--- src/rtl/buffer_arbiter.sv ---
// buffer_arbiter: arbitrates host-bus and USB access to the shared endpoint data buffer
// (external single-port SRAM, 1-cycle read latency). It keeps the FIFO pointers and the
// occupancy count, and locks buffer ownership so data flows one direction at a time.
//
// Ports:
//   clk, rst                 clock, asynchronous active-high reset
//   host_store_req/get_req   host level requests, held until host_ack
//   host_wdata/host_rdata    host write byte / read byte (valid with host_ack)
//   host_ack/host_err        one-cycle completion pulse / rejected-request flag
//   usb_*                    same set for the USB (protocol RX/TX) side
//   clear                    synchronous flush of pointers, occupancy and ownership
//   mem_en/we/addr/wdata     SRAM access, driven in the grant cycle
//   mem_rdata                SRAM read data, one cycle after the read access
//   buffer_occupancy         bytes stored, 0..DEPTH
//   buffer_reserved          occupancy != 0 (ownership locked)
//   data_dir                 writer side: 0 host->USB, 1 USB->host
//   empty/full               occupancy == 0 / occupancy == DEPTH
module buffer_arbiter #(
    parameter int unsigned ADDR_W = 6,
    parameter int unsigned DATA_W = 8
) (
    input  logic              clk,
    input  logic              rst,
    input  logic              host_store_req,
    input  logic              host_get_req,
    input  logic [DATA_W-1:0] host_wdata,
    output logic [DATA_W-1:0] host_rdata,
    output logic              host_ack,
    output logic              host_err,
    input  logic              usb_store_req,
    input  logic              usb_get_req,
    input  logic [DATA_W-1:0] usb_wdata,
    output logic [DATA_W-1:0] usb_rdata,
    output logic              usb_ack,
    output logic              usb_err,
    input  logic              clear,
    output logic              mem_en,
    output logic              mem_we,
    output logic [ADDR_W-1:0] mem_addr,
    output logic [DATA_W-1:0] mem_wdata,
    input  logic [DATA_W-1:0] mem_rdata,
    output logic [ADDR_W:0]   buffer_occupancy,
    output logic              buffer_reserved,
    output logic              data_dir,
    output logic              empty,
    output logic              full
);

    localparam logic [ADDR_W:0] FULL_CNT = {1'b1, {ADDR_W{1'b0}}};

    // Side encoding matches data_dir: 0 = host, 1 = USB.
    localparam logic SIDE_HOST = 1'b0;
    localparam logic SIDE_USB  = 1'b1;

    logic [ADDR_W-1:0] wr_ptr_q, wr_ptr_d;
    logic [ADDR_W-1:0] rd_ptr_q, rd_ptr_d;
    logic [ADDR_W:0]   occ_q, occ_d;
    logic              data_dir_q, data_dir_d;
    logic              last_grant_q, last_grant_d;
    logic              host_pend_q, host_pend_d;
    logic              usb_pend_q, usb_pend_d;
    logic              host_err_q, host_err_d;
    logic              usb_err_q, usb_err_d;
    logic              host_getv_q, host_getv_d;
    logic              usb_getv_q, usb_getv_d;
    logic [DATA_W-1:0] host_rdata_q, host_rdata_d;
    logic [DATA_W-1:0] usb_rdata_q, usb_rdata_d;

    logic host_elig, usb_elig;
    logic grant_host, grant_usb, any_grant;
    logic side, is_store, store_ok, get_ok, access_ok;
    logic is_empty, is_full;

    always_comb begin
        is_empty = (occ_q == '0);
        is_full  = (occ_q == FULL_CNT);

        // rst gates grants so the SRAM interface stays idle while reset is held.
        host_elig = (host_store_req | host_get_req) & ~host_pend_q & ~clear & ~rst;
        usb_elig  = (usb_store_req | usb_get_req) & ~usb_pend_q & ~clear & ~rst;

        // Round-robin on a tie: the side that did not win last time goes first.
        grant_host = host_elig & (~usb_elig | (last_grant_q == SIDE_USB));
        grant_usb  = usb_elig & (~host_elig | (last_grant_q == SIDE_HOST));
        any_grant  = grant_host | grant_usb;
        side       = grant_usb;

        // Store takes precedence when a side raises both requests.
        is_store  = grant_usb ? usb_store_req : host_store_req;
        store_ok  = is_empty | ((data_dir_q == side) & ~is_full);
        get_ok    = ~is_empty & (data_dir_q != side);
        access_ok = any_grant & (is_store ? store_ok : get_ok);

        mem_en    = access_ok;
        mem_we    = access_ok & is_store;
        mem_addr  = '0;
        mem_wdata = '0;
        if (access_ok) begin
            mem_addr = is_store ? wr_ptr_q : rd_ptr_q;
            if (is_store) begin
                mem_wdata = grant_usb ? usb_wdata : host_wdata;
            end
        end
    end

    always_comb begin
        wr_ptr_d     = wr_ptr_q;
        rd_ptr_d     = rd_ptr_q;
        occ_d        = occ_q;
        data_dir_d   = data_dir_q;
        last_grant_d = any_grant ? side : last_grant_q;

        host_pend_d = grant_host;
        usb_pend_d  = grant_usb;
        host_err_d  = grant_host & ~access_ok;
        usb_err_d   = grant_usb & ~access_ok;
        host_getv_d = grant_host & access_ok & ~is_store;
        usb_getv_d  = grant_usb & access_ok & ~is_store;

        // Read data lands the cycle after the grant; a clear in that cycle discards it.
        host_rdata_d = (host_getv_q & ~clear) ? mem_rdata : host_rdata_q;
        usb_rdata_d  = (usb_getv_q & ~clear) ? mem_rdata : usb_rdata_q;

        if (clear) begin
            wr_ptr_d   = '0;
            rd_ptr_d   = '0;
            occ_d      = '0;
            data_dir_d = 1'b0;
        end else if (access_ok) begin
            if (is_store) begin
                wr_ptr_d = wr_ptr_q + 1'b1;
                occ_d    = occ_q + 1'b1;
                if (is_empty) begin
                    data_dir_d = side;
                end
            end else if (occ_q == {{ADDR_W{1'b0}}, 1'b1}) begin
                // Last byte drained: restart the next packet at address 0.
                wr_ptr_d   = '0;
                rd_ptr_d   = '0;
                occ_d      = '0;
                data_dir_d = 1'b0;
            end else begin
                rd_ptr_d = rd_ptr_q + 1'b1;
                occ_d    = occ_q - 1'b1;
            end
        end
    end

    always_ff @(posedge clk or posedge rst) begin
        if (rst) begin
            wr_ptr_q     <= '0;
            rd_ptr_q     <= '0;
            occ_q        <= '0;
            data_dir_q   <= 1'b0;
            last_grant_q <= SIDE_HOST;
            host_pend_q  <= 1'b0;
            usb_pend_q   <= 1'b0;
            host_err_q   <= 1'b0;
            usb_err_q    <= 1'b0;
            host_getv_q  <= 1'b0;
            usb_getv_q   <= 1'b0;
            host_rdata_q <= '0;
            usb_rdata_q  <= '0;
        end else begin
            wr_ptr_q     <= wr_ptr_d;
            rd_ptr_q     <= rd_ptr_d;
            occ_q        <= occ_d;
            data_dir_q   <= data_dir_d;
            last_grant_q <= last_grant_d;
            host_pend_q  <= host_pend_d;
            usb_pend_q   <= usb_pend_d;
            host_err_q   <= host_err_d;
            usb_err_q    <= usb_err_d;
            host_getv_q  <= host_getv_d;
            usb_getv_q   <= usb_getv_d;
            host_rdata_q <= host_rdata_d;
            usb_rdata_q  <= usb_rdata_d;
        end
    end

    always_comb begin
        host_ack         = host_pend_q;
        host_err         = host_err_q;
        usb_ack          = usb_pend_q;
        usb_err          = usb_err_q;
        // Pass SRAM data straight through in the ack cycle, then hold it.
        host_rdata       = (host_getv_q & ~clear) ? mem_rdata : host_rdata_q;
        usb_rdata        = (usb_getv_q & ~clear) ? mem_rdata : usb_rdata_q;
        buffer_occupancy = occ_q;
        buffer_reserved  = ~is_empty;
        data_dir         = data_dir_q;
        empty            = is_empty;
        full             = is_full;
    end

endmodule

--- config.mk ---
export PLATFORM = sky130hd
export DESIGN_NAME = buffer_arbiter
export DESIGN_NICKNAME = d
export VERILOG_FILES = /design/src/rtl/buffer_arbiter.sv
export SDC_FILE = /design/constraint.sdc
export NUM_CORES = 1
export LEC_CHECK = 0
export CELL_PAD_IN_SITES_DETAIL_PLACEMENT = 1
export CELL_PAD_IN_SITES_GLOBAL_PLACEMENT = 1
export CORE_UTILIZATION = 47
export CTS_CLUSTER_SIZE = 14
export DETAILED_ROUTE_END_ITERATION = 8
export DONT_BUFFER_PORTS = 1
export MAX_ROUTING_LAYER = met4
export PLACE_DENSITY = 0.89
export SLEW_MARGIN = 40
export SYNTH_ARGS = -nofsm -noshare
export SYNTH_HDL_FRONTEND = slang
export SYNTH_SLANG_ARGS = --single-unit
--- constraint.sdc ---
create_clock -name clk -period 3.75 [get_ports clk]
set_input_delay 0.9375 -clock clk [delete_from_list [all_inputs] [get_ports clk]]
set_output_delay 0.9375 -clock clk [all_outputs]
set_load 0.01 [all_outputs]
## Word-level counts from Yosys, hierarchy flattened

Cells that the tools add are included.

| storage, ports and cells | value |
|---|---|
| bits in registers | 43 |
| input port bits | 31 |
| output and inout port bits | 47 |
| word-level logic and storage cells | 92 |

| operators by class | value |
|---|---|
| add/sub/neg operators | 4 |
| eq/ne operators | 6 |
| multiplexer cells | 26 |
| bitwise gates (word level) | 37 |
| reductions and logical operators | 6 |

Operators by type and width:

| kind | number |
|---|---|
| $mux 6 | 10 |
| $mux 8 | 5 |
| $mux 7 | 4 |
| $and 1x1->1 | 20 |
| $add 6x1->6 const B | 2 |
| $not 1->1 | 11 |
| $add 7x1->7 const B | 1 |
| $eq 7x1->1 const B | 1 |
| $eq 7x7->1 const B | 1 |
| $logic_not 7->1 | 1 |
| $mux 1 | 7 |
| $sub 7x1->7 const B | 1 |
| $or 1x1->1 | 6 |
| $reduce_and 2->1 | 2 |
| $ne 3x2->1 const B | 1 |
| $reduce_and 3->1 | 1 |
| $reduce_bool 3->1 | 1 |
| $ne 2x2->1 const B | 1 |
| $reduce_bool 2->1 | 1 |
| $eq 1x1->1 | 1 |
| $ne 1x1->1 | 1 |

## Depth between registers and ports, before layout

Gate-level depths: netlist of the first run.

| logic depth | value |
|---|---|
| word-level depth | 14 |
| mapped depth | 10 |
| depth with buffers taken out | 10 |

## Least setup slack after synthesis of the first run

No wires, ideal clock.

| timing path | value |
|---|---|
| path type | input-to-output |
| start | input port clear |
| end | output port mem_wdata[0] |
| data arrival time | 2486 ps |
| data required time | 2812 ps |
| setup slack | 326 ps |
| cell stages on the path | 7 |
| buffers on the path | 1 |
| path through | or2_4 > o311ai_4 > nor3_1 > a41oi_4 > nand4_2 > buf_2 > a21oi_1 |

| on the way | value |
|---|---|
| longest elaborated chain between the ends | 12 |
| elaborated cells between the ends (all ways) | 23 |
| classes of those cells | eq/ne (2); mux (5); bitwise (16) |

Ends and longest elaborated chain:

| what | line | text |
|---|---|---|
| start, declared | 36 | `input logic clear,` |
| $not 1->1 * | 79, 80 |  |
| $and 1x1->1 (2 in a row) | 79 | `host_elig = (host_store_req \| host_get_req) & ~host_pend_q & ~clear & ~rst;` |
| $not 1->1 | 84 | `grant_usb = usb_elig & (~host_elig \| (last_grant_q == SIDE_HOST));` |
| $or 1x1->1 | 84 |  |
| $and 1x1->1 | 84 |  |
| $eq 1x1->1 | 90 | `store_ok = is_empty \| ((data_dir_q == side) & ~is_full);` |
| $and 1x1->1 | 90 |  |
| $or 1x1->1 | 90 |  |
| $mux 1 | 92 | `access_ok = any_grant & (is_store ? store_ok : get_ok);` |
| $and 1x1->1 | 92 |  |
| $mux 8 * | 98 | `if (access_ok) begin` |
| end, declared | 40 | `output logic [DATA_W-1:0] mem_wdata,` |

Every way passes the cells marked *; elsewhere a longest branch is shown, timed or not.

## Worst setup path after layout of the first run

| timing path | value |
|---|---|
| start | register occ_q[2], in the netlist buffer_occupancy[2] |
| end | output port mem_wdata[6] |

| on the way | value |
|---|---|
| elaborated cells between the ends (all ways) | 10 |
| classes of those cells | eq/ne (1); mux (2); bitwise (6); reduce/logical (1) |

RTL lines:

| what | line | text |
|---|---|---|
| start, declared | 57 | `logic [ADDR_W:0] occ_q, occ_d;` |
| start signal, assigned | 153 | `occ_q <= '0;` |
| start signal, assigned | 167 | `occ_q <= occ_d;` |
| $logic_not 7->1 | 75 | `is_empty = (occ_q == '0);` |
| $not 1->1 | - |  |
| net buffer_reserved | 43 | `output logic buffer_reserved,` |
| $and 1x1->1 | 91 | `get_ok = ~is_empty & (data_dir_q != side);` |
| $mux 1 | 92 |  |
| $and 1x1->1 | 92 |  |
| $mux 8 | 98 |  |

The timed path passes the listed nets, and every way through them passes these cells.

==> results list, run 1 <==
- The flow ran to the end, and the final reports show no timing, DRC or antenna violations.
* Number of nets in the finished design: 326
- Critical-path top delay cell: dfrtp_1
- Total clock buffers created by CTS: 5
* Final sum of negative setup slack: 0 ps
- After detailed routing, the number of remaining DRC violations is 0.
* Core Footprint: 5170 sq um
* Startpoint class of the critical path: flip-flop
- The number of different library cells used by synthesis comes to 55.
- Along the worst path, the maximum fanout reaches 13.
- For the worst setup path, the data required time is 2810 ps.
- Post-route insts no fill: 360
* Deepest clock path buffer count: 2
* Number of instances on the worst hold path: 1
- Summed over all layers, the global routing overflow is 0.
- Register-to-register path setup slack: 730 ps
- In the global route stage, overall resource usage came out at 0.288.
* Antenna diode count: 0
- The congestion estimate from routability-driven global placement came to 0.855.
- In this run, synthesis produced a sequential element count of 43.
- Final worst path period need: 3600 ps
* Effective utilization at floorplan: 0.497
- Derived from the worst setup path, the maximum achievable clock frequency is 278 MHz.
- STA classifies the critical path endpoint as an output pin.
- Yosys warnings: 0
* Crit path arrival time: 2660 ps
- Summed over all instances, the cell type with the most area after synthesis is dfrtp_1.
- Worst clock skew: 8.11 ps
- In the finished design, the share of the clock period the worst path needs comes to 0.960.
- Vias in the first global route: 2329
- The max-slew violation count came to 0.
- Layout cell share with drive strength beyond 1: 0.224
- The analysis attributes to cell leakage a power of 1.27 nW.
- In this design, the stage delay of the slowest critical-path cell is 550 ps.
- From bottom edge to top edge, the die measures 76.0 um.
* Most numerous cell in the Yosys netlist: nand2_1
- End point of the worst hold path: rd_ptr_q[5]
- DP Wirelength: 5880 um
- Fraction of registers with async set/reset: 1.00
- Number of enable flip-flop cells after synthesis: 0
- In this run the critical register-to-register path is launched from buffer_occupancy[2].
- The final layout contains routed wiring with a total length of 7730 um.
* 1st-iter DRT viols: 138
- Of the post-synthesis cell area, the dominant cell type holds 0.418.
- After filler insertion, the fill cell instance count of the layout stands at 590.
* Via/cell ratio: 6.22
- Synthesis produced a netlist with a net count of 310.
* Worst min-delay path category: flip-flop to flip-flop
- Tot Pwr: 1.38 mW
- The signal on the critical path passes through nor4_4, nand3b_4, clkinv_1, nor3_1, a41oi_4, nand4_4, a21oi_1.
* Post-DRT Antenna Nets: 0
* Largest net degree at the start of global routing: 26
- The worst-case IR drop observed on VDD is 165 uV.
- I/O pins: 78
- From left edge to right edge, the die measures 76.0 um.
- During placement, the flow inserted port buffers numbering 0.
- Counting both buffers and inverters, the worst setup path holds a total of 1.
- Setup repair after global routing left no endpoint under its margin.
- Headroom to the max-slew limit came out at 0.616.
- The worst setup path is of the flip-flop to output pin kind.
- Max-cap violations in this run came to 0.
- The initial antenna violation count was 0.
- Counting instances in the post-synthesis netlist gives the leading cell types as nand2_1, dfrtp_1, a21oi_1, nor2_1, o21ai_0.
- For this run, the register share of the synthesized area comes to 0.418.
- The number of endpoints with negative hold slack in the final report came to 0.
- In the final routed layout, each cell accounts on average for 21.5 um.
- Top post-synthesis cells by area: dfrtp_1, mux2_2, nand2_1
* FF-to-FF path depth: 11
* Placed insts: 350
* Crit path max-delay family: simple AND/OR/NAND/NOR gates
- First-pass GRT wire length: 12600 um
* Clk sink count: 43
- The most used flip-flop cell after synthesis is dfrtp_1.
- Multi-input gate area in the final layout: 1390 sq um
* Clock Tree Root: clkbuf_8
* Detailed-router iteration count before antenna repair: 4
- FF+latch area: 1080 sq um
- From synthesis to final layout, the design area changed by 10.8%.
- Synthesis handed over a netlist of 273 instances.
- TritonCTS clock tree: done
- Beginning of the worst hold path: rd_ptr_q[5]
- A synthesized cell averages 9.42 sq um.
* Setup-violating endpoint count in the final report: 0
* Clock H-tree levels: 2
- The cell area that synthesis handed to floorplanning was 2570 sq um.
- Power per cell area: 486 nW/um^2
- Clock transition at the registers of the reported paths: 80 ps
- Vias: 2240
- Die area: 5770 sq um
- The floorplan has 26 rows.
- For the worst-skew pair, the clock arrives at the later sink with an insertion delay of 290 ps.
- In this run the critical register-to-register path is captured at buffer_occupancy[5].
- Worst slew pin tran: 575 ps
-- layer usage --
layer | routed length, um | vias up | global-route usage
met5 | 0 | - | -
li1 | - | 998 | -
met2 | 4050 | 89 | 0.494
met4 | 191 | 0 | 0.0885
met3 | 472 | 16 | 0.0675
met1 | 3020 | 1137 | 0.335
-- how the worst max path moves through the flow --
stage	slack [ps]	start	depth (start not counted)	to
final	150	buffer_occupancy[2]	7	mem_wdata[6]
after global routing	20	buffer_occupancy[2]	8	mem_addr[2]
after CTS	30	buffer_occupancy[2]	7	mem_wdata[2]
after detailed placement	230	clear	6	mem_wdata[2]
after global placement	290	clear	6	mem_wdata[6]
after floorplan	330	clear	7	mem_wdata[0]
-- layout make-up --
cell class	count	area share
multi-input cells	204	0.489
flip-flops and latches	43	0.378
repair buffers	20	0.0527
well taps	70	0.0307
clock buffers	6	0.0255
inverters	15	0.0198
clock inverters	2	0.00439
-- repair_timing --
item / 4_1_cts / 5_1_grt
setup endpoints to repair: 0 / 8
buffers inserted: 0 / 2
gates resized for setup: 0 / 4
hold buffers: 0 / 0
-- metrics by stage --
stage	cell area [sq um]	setup slack (ps)	hold slack, ps	utilization
2_1_floorplan	2570	326	445	-
3_3_place_gp	2730	291	475	0.528
3_5_place_dp	2730	228	481	0.528
4_1_cts	2810	31.2	499	0.544
5_1_grt	2850	23.1	519	0.551
6_report	2850	152	497	0.551
-- registers in the layout, summed over array words and instances (netlist names) --
signal and cells:
buffer_occupancy 7, data_dir 1, host_ack 1, host_err 1, host_getv_q 1, host_rdata_q 8, last_grant_q 1, rd_ptr_q 6
usb_ack 1, usb_err 1, usb_getv_q 1, usb_rdata_q 8, wr_ptr_q 6
-- cell usage in the layout (no fill, tap or decap), types with 3 or more instances in the layout --
cell,n
o21ai_0,17
and2_1,4
nor2_1,17
a21oi_2,3
o22ai_1,3
nor3_1,4
xnor2_1,3
inv_2,3
dfrtp_1,43
mux2_2,16
nand2_1,46
o31ai_1,4
and3_1,3
o211ai_1,3
clkbuf_8,5
o21ai_1,3
nand2b_1,3
a21oi_1,19
nand3_1,13
inv_1,10
buf_4,20
ha_1,6
-- report_power, final --
group / internal (mW) / switching [mW] / leakage, nW / total, mW
Sequential: 0.531 / 0.0841 / 0.578 / 0.615
Combinational: 0.183 / 0.296 / 0.650 / 0.479
Clock: 0.130 / 0.160 / 0.0412 / 0.290
-- kinds of logic (layout without fill, tap and decap cells) --
family | after synthesis | after routing | synth area share
buf+inv | 26 | 43 | 0.0472
simple gates | 107 | 107 | 0.218
xor+xnor | 3 | 3 | 0.0102
flops | 43 | 43 | 0.418
fa+ha+maj | 6 | 6 | 0.0292
compound gates | 71 | 71 | 0.203
mux | 17 | 17 | 0.0740
Power figures use the tool's default switching activity.
==> run 2, diff against run 1 <==
--- a/config.mk
+++ b/config.mk
@@ -8,9 +8,11 @@
 export CELL_PAD_IN_SITES_DETAIL_PLACEMENT = 1
 export CELL_PAD_IN_SITES_GLOBAL_PLACEMENT = 1
 export CORE_UTILIZATION = 47
+export CTS_CLUSTER_DIAMETER = 100
 export CTS_CLUSTER_SIZE = 14
 export DETAILED_ROUTE_END_ITERATION = 8
 export DONT_BUFFER_PORTS = 1
+export HOLD_SLACK_MARGIN = 0.06
 export MAX_ROUTING_LAYER = met4
 export PLACE_DENSITY = 0.89
 export SLEW_MARGIN = 40
==> constraint.sdc (replaced) <==
create_clock -name clk -period 3.75 [get_ports clk]
set_input_delay 0.375 -clock clk [delete_from_list [all_inputs] [get_ports clk]]
set_output_delay 0.375 -clock clk [all_outputs]
set_load 0.01 [all_outputs]
==> results list, run 2 (same netlist as run 1, synthesis figures left out) <==
- The run finished with clean final reports.
- The tree is rooted in a clkbuf_8.
- The number of vias after detailed routing came to 2155 (-3.8%).
* Length of routed met3 wiring: 494 um (+4.7%)
* Max-Slew Margin vs Limit: 0.504 (-0.112)
* Vias in the first global route: 2293 (-1.5%)
- The largest fanout on the critical path was 13 (unchanged).
- The global-route usage over all layers is 0.276 (-0.0118).
- The HPWL reported at the end of detailed placement came to 5310 um (-9.7%).
* Die area: 5770 sq um (unchanged)
- Unrepaired setup endpoints after global routing: no
- Antenna diode count: 0 (unchanged)
- The clock network fraction of design power is 0.235 (+0.026).
- Port buffer count: 0 (unchanged)
- The total number of H-tree levels came to 2 (unchanged).
- Worst clock skew: 3.26 ps (-4.85 ps)
* Worst reg2reg path endpoint: wr_ptr_q[5]
- List of cells traversed by the critical path: inv_1, ha_1, nand3b_4, clkinv_1, a21oi_1, o32a_4, nand4_2, a21oi_1
- Count of buffer and inverter cells on the critical path: 2 (+1)
* Clock network latency to the later pin of the worst-skew pair: 300 ps (about the same)
- The worst register-to-register path begins at buffer_occupancy[0].
- Most common cell after layout, fill and taps aside: nand2_1
* CP most frequent cell: a21oi_1
- The instance count on the critical path came to 8 (+1).
- The critical path is of the flip-flop to output pin type.
- The worst endpoint required time is 3380 ps (+570 ps).
- The maximum operating frequency was 311 MHz (+12%).
* Kind of end point of the critical path: output pin
- Wire length per cell: 21.8 um (+1.4%)
- The post-CTS setup-driven buffer insertion count was 0 (unchanged).
- The deepest clock path buffer count was 2 (unchanged).
- I/O pins: 78 (unchanged)
- Tot Pwr: 1.35 mW (-2.4%)
* Total clock buffers created by CTS: 5 (unchanged)
- The number of endpoints with negative hold slack in the final report was 0 (unchanged).
- Final sum of negative setup slack: 0 ps (unchanged)
- Post-DRT Antenna Nets: 0 (unchanged)
- Grouping stages by cell kind, the critical path spends the most delay in compound AO/OA/AOI/OAI gates.
- The number of cell instances on the worst register-to-register path was 10 (-1).
- The post-cts gate resize count is 0 (unchanged).
- The total number of nets in the final design was 308 (-5.5%).
* Worst slew pin tran: 743 ps (+168 ps)
* Effective utilization at floorplan: 0.497 (unchanged)
- The max-slew violation count was 0 (unchanged).
- Setup-violating endpoint count in the final report: 0 (unchanged)
- The minimum clock period after layout came to 3210 ps (-385 ps).
* Overall routed net length: 7440 um (-3.7%)
* Worst vdd ir: 222 uV (+35%)
- Beginning of the worst hold path: clear
- The vertical die dimension was 76.0 um (unchanged).
- Largest net degree at the start of global routing: 35 (+35%)
* Antenna violations before repair: 0 (unchanged)
- Post-route clock period utilization: 0.857 (-0.103)
- Via/cell ratio: 6.30 (+1.3%)
- WL met2: 3800 um (-6.2%)
- The power density over the cells is 499 nW/um^2 (+2.8%).
- TritonCTS built the clock tree.
- Total gr overflow: 0 (unchanged)
* Max-cap violations: 0 (unchanged)
- The worst path arrival time is 2840 ps (+180 ps).
- The first-pass iteration count of the detailed router was 4 (unchanged).
* Top layer reached by signal wires: met4
- The switching power was 536 uW (-0.59%).
* Core Footprint: 5170 sq um (unchanged)
- Number of cell rows: 26 (unchanged)
* Setup crit end: mem_wdata[7]
* Area added between synthesis and finish: 5.16%
- Number of remaining DRC errors: 0 (unchanged)
- Horizontal extent of the die: 76.0 um (unchanged)
- Tracing the worst setup path back leads to its startpoint at buffer_occupancy[0].
- Register-to-register path setup slack: 860 ps (+130 ps)
- The combinational fraction of design power came to 0.298 (-0.048).
- The switching share of power was 0.397 (+0.00741).
- The met1 wire length came to 3010 um (-0.17%).
* Startpoint class of the critical path: flip-flop
- 1st-iter DRT viols: 82 (-41%)
* Clock transition at the registers of the reported paths: 90 ps (about the same)
- The first-pass GRT wire length came to 12100 um (-3.8%).
* Worst min-delay path category: primary input to flip-flop
- The number of buffers added to fix hold violations after cts was 1 (+1).
* Layout cell share with drive strength beyond 1: 0.158 (-0.0660)
* Highest-count cells in the layout ignoring fill and taps: nand2_1, dfrtp_1, a21oi_1
- Internal power: 814 uW (-3.6%)
- On the critical path, the stage with the largest delay is an instance of dfrtp_1.
- Clk sink count: 43 (unchanged)
- The cell leakage power was 1.18 nW (-7.1%).
* Routability-driven placement congestion ratio: 0.841 (-1.6%)
* Peak per-stage delay on the critical path: 530 ps (-20 ps)
* Fraction of power consumed by sequential logic: 0.467 (+0.022)
run 2: routing by layer:
metal | track usage | vias up
li1 | - | 966
met1 | 0.308 | 1099
met4 | 0.115 | 0
met3 | 0.0783 | 15
met2 | 0.465 | 75
met5 | - | -
run 2: worst min path at each step:
| stage | end | slack [ps] | depth (start not counted) |
|---|---|---|---|
| floorplan | rd_ptr_q[5] | 450 | 1 |
| global placement | usb_ack | 260 | 1 |
| detailed placement | host_ack | 260 | 1 |
| CTS | buffer_occupancy[1] | 120 | 1 |
| global route | buffer_occupancy[1] | 110 | 1 |
| finish | buffer_occupancy[1] | 130 | 1 |
run 2: metrics by stage:
stage | setup slack, ps | util | area [sq um] | hold slack, ps | std cells
finish | 537 | 0.523 | 2700 | 132 | 342
global route | 350 | 0.523 | 2700 | 114 | 342
CTS | 511 | 0.523 | 2700 | 124 | 342
detailed placement | 914 | 0.503 | 2600 | 259 | 333
global placement | 1030 | 0.503 | 2600 | 261 | 333
floorplan | 1300 | - | 2570 | 445 | 273
run 2: power groups by stage:
stage	registers (mW)	clock network (mW)	logic, mW
finish	0.631	0.317	0.403
global route	0.643	0.337	0.441
CTS	0.629	0.321	0.401
detailed placement	0.639	0	0.396
global placement	0.629	0	0.372
floorplan	0.595	0	0.358
run 2: area by class of cell:
cell class	instances	area [sq um]
multi-input cells	204	1370
well taps	70	87.6
fillers	582	2470
clock buffers	5	68.8
inverters	15	56.3
repair buffers	2	17.5
clock inverters	3	23.8
flip-flops and latches	43	1080
